## config.mk

```make
export PLATFORM = sky130hd
export DESIGN_NAME = ram_seq_ctrl
export DESIGN_NICKNAME = d
export VERILOG_FILES = /design/src/rtl/ram_seq_ctrl.sv
export SDC_FILE = /design/constraint.sdc
export NUM_CORES = 1
export LEC_CHECK = 0
export BUFFER_PORTS_ARGS = -buffer_cell sky130_fd_sc_hd__buf_4
export CAP_MARGIN = 10
export CORE_MARGIN = 2
export CORE_UTILIZATION = 47
export DETAILED_ROUTE_END_ITERATION = 8
export GPL_TIMING_DRIVEN = 0
export PLACE_DENSITY = 0.69
export REMOVE_ABC_BUFFERS = 1
export SLEW_MARGIN = 20
export SYNTH_ARGS = -nofsm -noshare
export SYNTH_HDL_FRONTEND = slang
export SYNTH_SLANG_ARGS = --single-unit
```

## constraint.sdc

```tcl
create_clock -name sys_clk -period 2.75 [get_ports sys_clk]
set_input_delay 0.55 -clock sys_clk [delete_from_list [all_inputs] [get_ports sys_clk]]
set_output_delay 0.55 -clock sys_clk [all_outputs]
set_load 0.03 [all_outputs]
```

## src/rtl/ram_seq_ctrl.sv

```systemverilog
// RAM address/data sequencer: ticked address stepping, hold, jump and full-RAM fill
// passes, plus a read-valid pipeline that tracks RAM read latency.
module ram_seq_ctrl #(
    parameter int DATA_W    = 8,
    parameter int ADDR_W    = 8,
    parameter int TICK_MAX  = 4_999_999,
    parameter int JUMP_ADDR = 100,
    parameter int WR_STEP   = 2,
    parameter int RD_LAT    = 2
) (
    input  logic              sys_clk,
    input  logic              rst_n,
    input  logic              key_flag,
    input  logic              dir,
    output logic              wren,
    output logic              rden,
    output logic [ADDR_W-1:0] addr,
    output logic [DATA_W-1:0] data_in,
    output logic              rd_valid,
    output logic [ADDR_W-1:0] rd_addr,
    output logic [1:0]        mode
);

    typedef enum logic [1:0] {
        RUN   = 2'd0,
        HOLD  = 2'd1,
        RUN_J = 2'd2,
        FILL  = 2'd3
    } state_t;

    localparam int CNT_W = (TICK_MAX > 0) ? $clog2(TICK_MAX + 1) : 1;

    state_t            state;
    logic [CNT_W-1:0]  tick_cnt;
    logic              tick;
    logic [DATA_W-1:0] seed;
    logic              boot;
    logic [ADDR_W-1:0] addr_step;
    logic [ADDR_W-1:0] addr_nx;
    logic              wren_nx;
    logic              fill_last;
    logic              rd_issue;
    logic [RD_LAT-1:0] pipe_v;
    logic [ADDR_W-1:0] pipe_a [RD_LAT];

    assign tick      = (tick_cnt == CNT_W'(TICK_MAX));
    assign fill_last = (state == FILL) && (addr == '1);
    assign addr_step = dir ? addr - ADDR_W'(1) : addr + ADDR_W'(1);
    assign rden      = ~wren;
    assign mode      = state;

    // Next address / write enable, shared by the FSM and the read-issue detector.
    always_comb begin
        // NOTE: every output gets a default first so no path leaves it unassigned (no latch).
        addr_nx = addr;
        wren_nx = wren;
        unique case (state)
            RUN:   if (!key_flag && tick) addr_nx = addr_step;
            HOLD:  if (key_flag) addr_nx = ADDR_W'(JUMP_ADDR);
            RUN_J: begin
                if (key_flag) begin
                    addr_nx = '0;
                    wren_nx = 1'b1;
                end else if (tick) begin
                    addr_nx = addr_step;
                end
            end
            FILL: begin
                if (fill_last) begin
                    addr_nx = '0;
                    wren_nx = 1'b0;
                end else begin
                    addr_nx = addr + ADDR_W'(1);
                end
            end
            default: ;
        endcase
        rd_issue = !wren_nx && (boot || (addr_nx != addr));
    end

    always_ff @(posedge sys_clk or negedge rst_n) begin
        if (!rst_n) begin
            tick_cnt <= '0;
        end else if (fill_last || tick) begin
            tick_cnt <= '0;
        end else begin
            tick_cnt <= tick_cnt + CNT_W'(1);
        end
    end

    always_ff @(posedge sys_clk or negedge rst_n) begin
        // NOTE: sequential state uses non-blocking assignments only, so every register
        // samples the pre-edge values regardless of statement order.
        if (!rst_n) begin
            state   <= RUN;
            addr    <= '0;
            wren    <= 1'b0;
            data_in <= '0;
            seed    <= '0;
            boot    <= 1'b1;
        end else begin
            boot <= 1'b0;
            addr <= addr_nx;
            wren <= wren_nx;
            unique case (state)
                RUN:   if (key_flag) state <= HOLD;
                HOLD:  if (key_flag) state <= RUN_J;
                RUN_J: begin
                    if (key_flag) begin
                        state   <= FILL;
                        data_in <= seed;
                    end
                end
                FILL: begin
                    if (fill_last) begin
                        state <= RUN;
                        seed  <= seed + DATA_W'(1);
                    end else begin
                        data_in <= data_in + DATA_W'(WR_STEP);
                    end
                end
                default: state <= RUN;
            endcase
        end
    end

    // Read-valid pipeline; a write pass discards anything still in flight.
    always_ff @(posedge sys_clk or negedge rst_n) begin
        if (!rst_n) begin
            pipe_v   <= '0;
            rd_valid <= 1'b0;
            rd_addr  <= '0;
        end else if (wren_nx) begin
            pipe_v   <= '0;
            rd_valid <= 1'b0;
        end else begin
            pipe_v[0] <= rd_issue;
            for (int i = 1; i < RD_LAT; i++) pipe_v[i] <= pipe_v[i-1];
            rd_valid <= pipe_v[RD_LAT-1];
            if (pipe_v[RD_LAT-1]) rd_addr <= pipe_a[RD_LAT-1];
        end
    end

    // NOTE: the address pipeline has no reset; each entry is only consumed when its
    // matching pipe_v bit is set, and pipe_v is reset.
    always_ff @(posedge sys_clk) begin
        pipe_a[0] <= addr_nx;
        for (int i = 1; i < RD_LAT; i++) pipe_a[i] <= pipe_a[i-1];
    end

endmodule

```

==> impl_metrics.yaml, run 1 <==
cts:
  htree_levels: 3
  cts_tree: "yes"
  cts_buffer_depth: 2
  cts_sinks: 78
  clock_latency_ns: 0.35
  clk_pin_slew_ns: 0.09
  numCtsBuffers: 9
  cts-root-buf: "clkbuf_8"
floorplan:
  die-area_sq_um: 9700
  core_area_sq_um: 8680
  start_util_pct: 48.4
  ioPinCount: 33
  die_y_um: 98.5
  die_w_um: 98.5
  row_count: 34
placed_design:
  dp.final_hpwl_um: 6860
  gp_congestion: 0.962
  place_area_sq_um: 4460
  io_buffer_count: 32
timing:
  period_share_pct: 95.0
  relSlewSlack_pct: 46.0
  finalHoldViolations: 0
  fin_crit_ns: 2.61
  skew_ns: 0.0157
  whs_ns: 0.274
  worstMarginPinSlew_ns: 0.804
  setup_viol: 0
  fmax_ghz: 0.383
  drv_slew: 0
  rsz0062_at_grt: "true"
critical_path:
  worstSetupStartpointType: "register"
  r2r_cells: 8
  required_ns: 2.97
  worstPathArrival_ns: 2.83
  regToRegSetupSlack_ns: 0.14
  crit_path_max_fanout: 10
  r2r_end: "pipe_v[0]"
  r2r_start: "addr[1]"
  critPathCaptureType: "register"
  critPathKind: "reg -> reg"
route:
  antenna_left: 0
  highest_layer: "met4"
  viasPerCell: 6.02
  m1WireLength_um: 4740
  wl_met2_um: 4640
  totalWireLength_um: 10200
  dr.pass1.iters: 5
  vias: 3571
  first_iter_violations: 320
  post_drt_wl_per_cell_um: 17.2
  met3_length_um: 630
  drc: 0
synthesis:
  synthSimpleGateAreaFrac_pct: 21.2
  ys_types: 67
  synth_top_cell_area_share_pct: 36.4
  seq_area_frac_synth_pct: 44.6
  synthArstFlopShare_pct: 79.5
  synth-seq-cells: 78
  synth_flop_cell: "dfrtp_1"
  synth.area.mux_share_pct: 3.90
  ys_top_cells_by_count: "dfrtp_1, nor2_1, o21ai_0"
  syn_avg_cell_area_sq_um: 9.11
  synth_top_family_by_area: "simple AND/OR/NAND/NOR gates"
  syn_inst: 461
  synth_edf_count: 0
  yosys.area.top_type: "dfrtp_1"
  ys_warn_count: 0
  synthAdderAreaFrac_pct: 2.68
  yosys-top-cells-area: "dfrtp_1, dfxtp_1, o21ai_0, nor2_1, a21oi_1"
  synth_compound_area_share_pct: 18.0
  synth-xor-area-share_pct: 5.42
  synthesis.area_sq_um: 4200
  yosysMostFrequentCell: "dfrtp_1"
worst_hold_path:
  hp-class: "in -> async"
power_and_ir_drop:
  p_per_area_nw_per_um2: 1030
  intPower_w: 0.00282
  switching_share_pct: 42.6
  p_leak_nw: 2.02
  power_frac_comb_pct: 46.0
  p_switching_w: 0.00210
  p_seq_share_pct: 33.9
  clkPwrFrac_pct: 20.2
  vdd_drop_max_uv: 602
final_layout:
  drive_above_1_share_pct: 17.1
  nets: 493
  fillers: 778
  seq_area_sq_um: 1880
  fin_util_pct: 55.2
  multi_input_comb_area_sq_um: 2230
  final_area_sq_um: 4790
  diodes: 0
  area_delta_synth_final_pct: 14.1
grt:
  grt_max_degree: 63
  first_global_vias: 3299
  antenna_found_initial: 0
  overflow: 0
  grt_first_pass_wirelength_um: 16900
  track_usage_pct: 21.4
job:
  max-cap-violations: 0
status:
  status: "finished clean"
## state kept, by name, indices dropped and copies added (netlist names), 2 cells and up
register  count
addr          8
data_in       8
mode          2
pipe_a       16
pipe_v        2
rd_addr       8
seed          8
tick_cnt     23
## what timing repair did
action                                  CTS  global route
buffers inserted                          0             2
endpoints found under the setup margin   15            39
resized for setup                         8             8
hold buffers                              0             0
hold endpoints to repair                  0             0
cloned                                    0             0
## worst max-delay path: stages, from the launching register on
cell      delay [ns]
dfrtp_2         0.52
ha_4            0.22
nand3_2         0.14
o21a_1          0.32
a221oi_2        0.33
o31ai_1         0.11
a311o_1         0.37
nor4_2          0.33
a31oi_1         0.14
## area by class of cell
type                       instances  share of cell area [%]
clock buffer                      11                    3.16
clock inverter                     5                    1.70
inverter                          16                    1.25
multi-input combinational        341                    46.6
sequential                        78                    39.1
tap                              108                    2.82
timing repair buffer              34                    5.33
## layer usage
metal | vias up | global-route usage [%]
met5 | - | 0
met4 | 0 | 8.54
met3 | 21 | 2.98
met2 | 135 | 31.7
met1 | 1716 | 31.9
li1 | 1699 | -
## power groups by stage
stage | logic, W | registers [W] | clock network, W
2_1_floorplan | 0.00122 | 0.00191 | 0
3_3_place_gp | 0.00214 | 0.00167 | 0
3_5_place_dp | 0.00215 | 0.00167 | 0
4_1_cts | 0.00220 | 0.00166 | 0.00102
5_1_grt | 0.00247 | 0.00171 | 0.00107
6_report | 0.00226 | 0.00167 | 0.000993
## cell usage in the layout (no fill, tap or decap), drive strengths merged, types with 3 or more instances in the layout
| cell type | instances |
|---|---|
| o21a | 5 |
| xor2 | 9 |
| nor3 | 10 |
| nor4b | 3 |
| dfrtp | 61 |
| nor2 | 48 |
| nand2b | 6 |
| xnor2 | 17 |
| buf | 34 |
| nand2 | 26 |
| mux2i | 4 |
| o211ai | 4 |
| ha | 9 |
| a21oi | 33 |
| o21ai | 38 |
| nand4 | 10 |
| mux2 | 11 |
| and3 | 12 |
| a31oi | 4 |
| and2 | 5 |
| clkbuf | 11 |
| nand3 | 24 |
| o22ai | 8 |
| dfxtp | 16 |
| or3 | 8 |
| nor2b | 6 |
| inv | 16 |
## through the flow
step / TNS, ns / setup slack [ns] / cells / power, W
after floorplan: 0 / 0.134 / 435 / 0.00312
after global placement: -2.01 / -0.433 / 575 / 0.00381
after detailed placement: -2.16 / -0.387 / 575 / 0.00382
after CTS: -0.00140 / -0.00140 / 591 / 0.00487
after global routing: -0.0420 / -0.0420 / 593 / 0.00525
final: 0 / 0.137 / 593 / 0.00492
## worst max path at each step
stage / start / end / slack [ns]
floorplan: addr[0] / pipe_v[0] / 0.13
global placement: mode[0] / pipe_v[0] / -0.43
detailed placement: mode[0] / pipe_v[0] / -0.39
CTS: tick_cnt[0] / pipe_v[0] / -0.001
global route: mode[0] / pipe_v[0] / -0.04
finish: addr[1] / pipe_v[0] / 0.14
## kinds of logic (layout without fill, tap and decap cells)
group / count (synthesis) / in the layout
flip-flops: 78 / 78
AO/OA/AOI/OAI: 121 / 121
multiplexers: 15 / 15
AND/OR/NAND/NOR: 169 / 169
other: 1 / 1
buffers and inverters: 42 / 66
adder cells (fa/ha/maj): 9 / 9
XOR/XNOR: 26 / 26
Note: power is estimated with default switching activity, not from simulation.
==> inputs of run 2 (changes only) <==
--- a/config.mk
+++ b/config.mk
@@ -5,12 +5,13 @@
 export SDC_FILE = /design/constraint.sdc
 export NUM_CORES = 1
 export LEC_CHECK = 0
+export ABC_AREA = 1
 export BUFFER_PORTS_ARGS = -buffer_cell sky130_fd_sc_hd__buf_4
 export CAP_MARGIN = 10
 export CORE_MARGIN = 2
 export CORE_UTILIZATION = 47
+export CTS_CLUSTER_SIZE = 25
 export DETAILED_ROUTE_END_ITERATION = 8
-export GPL_TIMING_DRIVEN = 0
 export PLACE_DENSITY = 0.69
 export REMOVE_ABC_BUFFERS = 1
 export SLEW_MARGIN = 20
==> impl_metrics.yaml, run 2 <==
status:
  status: "finished clean"
cts:
  clk_pin_slew_ns: 0.09
  cts_sinks: 78
  cts_setup_buffers: 0
  clock_latency_ns: 0.37
  cts-root-buf: "clkbuf_8"
  htree_levels: 3
  cts_hold_buf: 0
  cts_tree: "yes"
  numCtsBuffers: 9
  cts_resized: 0
  cts_buffer_depth: 2
route:
  totalWireLength_um: 10100
  first_iter_violations: 276
  highest_layer: "met4"
  m1WireLength_um: 4550
  vias: 3832
  viasPerCell: 5.19
  met3_length_um: 594
  dr.pass1.iters: 5
  drc: 0
  post_drt_wl_per_cell_um: 13.7
  antenna_left: 0
  wl_met2_um: 4860
grt:
  overflow: 0
  track_usage_pct: 21.6
  first_global_vias: 3629
  antenna_found_initial: 0
  grt_max_degree: 63
  grt_first_pass_wirelength_um: 17100
critical_path:
  required_ns: 3.01
  r2r_start: "addr[0]"
  critPathCaptureType: "register"
  r2r_cells: 17
  worstPathArrival_ns: 2.69
  critPathKind: "reg -> reg"
  r2r_end: "pipe_v[0]"
  crit_path_max_fanout: 10
  worstSetupStartpointType: "register"
  regToRegSetupSlack_ns: 0.32
timing:
  fmax_ghz: 0.412
  fin_setup_tns_ns: 0
  worstMarginPinSlew_ns: 0.793
  setup_viol: 0
  rsz0062_at_grt: "false"
  drv_slew: 0
  period_share_pct: 88.2
  fin_crit_ns: 2.43
  whs_ns: 0.261
  relSlewSlack_pct: 47.1
  finalHoldViolations: 0
  skew_ns: 0.0114
placed_design:
  gp_congestion: 1.02
  io_buffer_count: 32
  place_area_sq_um: 4660
  dp.final_hpwl_um: 7490
floorplan:
  die-area_sq_um: 9980
  ioPinCount: 33
  start_util_pct: 47.7
  die_y_um: 99.9
  row_count: 35
  core_area_sq_um: 9060
  die_w_um: 99.9
power_and_ir_drop:
  p_leak_nw: 2.45
  totalPowerFinal_w: 0.00467
  vdd_drop_max_uv: 332
  p_per_area_nw_per_um2: 960
final_layout:
  fillers: 866
  largest-register: "tick_cnt"
  reg.largest.list: "tick_cnt: 23 flops, pipe_a: 16 flops"
  fin_util_pct: 53.6
  final_cell_mix: "nand2_1, inv_1, dfrtp_1, nor2_1, nand3_1"
  multi_input_comb_area_sq_um: 2070
  seq_area_sq_um: 1870
  nets: 635
  layout_commonest_cell: "nand2_1"
  final_area_sq_um: 4860
  area_delta_synth_final_pct: 12.4
  drive_above_1_share_pct: 15.9
  diodes: 0
  largest_reg_flops: 23
synthesis:
  yosys-top-cells-area: "dfrtp_1, nand2_1, dfxtp_1, nand3_1, inv_1"
  synthesis.area_sq_um: 4320
  syn_avg_cell_area_sq_um: 7.34
  seq_area_frac_synth_pct: 43.3
  ys_warn_count: 0
  synthArstFlopShare_pct: 79.5
  ys_top_cells_by_count: "nand2_1, inv_1, dfrtp_1"
  synth_top_cell_area_share_pct: 35.3
  yosysMostFrequentCell: "nand2_1"
  yosys.area.top_type: "dfrtp_1"
  syn_inst: 589
  ys_types: 39
  synth_flop_cell: "dfrtp_1"
  synth_edf_count: 0
  synth-seq-cells: 78
worst_hold_path:
  hp-class: "in -> async"
job:
  max-cap-violations: 0
==> run 2: layout make-up <==
| cell class | count | share of cell area [%] |
|---|---|---|
| inverter | 81 | 6.26 |
| clock inverter | 7 | 1.65 |
| timing repair buffer | 36 | 5.56 |
| tap | 111 | 2.86 |
| sequential | 78 | 38.5 |
| clock buffer | 9 | 2.55 |
| multi-input combinational | 416 | 42.6 |
==> run 2: per-layer routing <==
| metal | GRT usage, % | vias to the layer above |
|---|---|---|
| met5 | 0 | - |
| met2 | 36.2 | 132 |
| li1 | - | 1914 |
| met3 | 5.01 | 17 |
| met1 | 27.7 | 1769 |
| met4 | 6.85 | 0 |
==> run 2: cell families (layout without fill, tap and decap cells) <==
| logic type | Yosys count | count (layout) | synth area share (%) |
|---|---|---|---|
| simple gates | 332 | 332 | 34.2 |
| xor+xnor | 15 | 15 | 3.04 |
| buf+inv | 95 | 133 | 8.83 |
| mux | 1 | 1 | 0.231 |
| fa+ha+maj | 9 | 9 | 2.60 |
| compound gates | 58 | 58 | 7.73 |
| flops | 78 | 78 | 43.3 |
| other cells | 1 | 1 | 0.0867 |
==> run 2: worst max-delay path by stage <==
stage,end,start,depth (start not counted)
after global routing,pipe_v[0],addr[0],17
final,pipe_v[0],addr[0],17
after floorplan,tick_cnt[10],mode[0],7
after global placement,pipe_v[0],addr[0],17
after CTS,pipe_v[0],addr[0],17
after detailed placement,pipe_v[0],addr[0],17
==> run 2: critical path: stages, from the launching register on <==
cell and delay (ns):
dfrtp_1 0.49, inv_2 0.21, ha_1 0.20, inv_1 0.04, nor2_1 0.19, nand3_1 0.10
nand2_1 0.11, nand2_1 0.06, nand2_1 0.05, nand2_1 0.10, o21ai_1 0.21, nand2_1 0.10
nand2_1 0.09, nand2_1 0.05, nand2_1 0.06, nand3_1 0.10, nor2_2 0.13, a21oi_2 0.05
==> run 2: where the power goes <==
part	switching [W]	internal (W)	leakage (nW)
registers	0.000244	0.00142	0.948
logic	0.00141	0.000687	1.40
clock network	0.000474	0.000430	0.0968
==> run 2: stage by stage <==
stage          setup WS [ns]  std cells
6_report               0.324        738
2_1_floorplan          0.511        575
3_3_place_gp           0.300        722
5_1_grt               0.0532        738
3_5_place_dp           0.369        722
4_1_cts                0.357        738
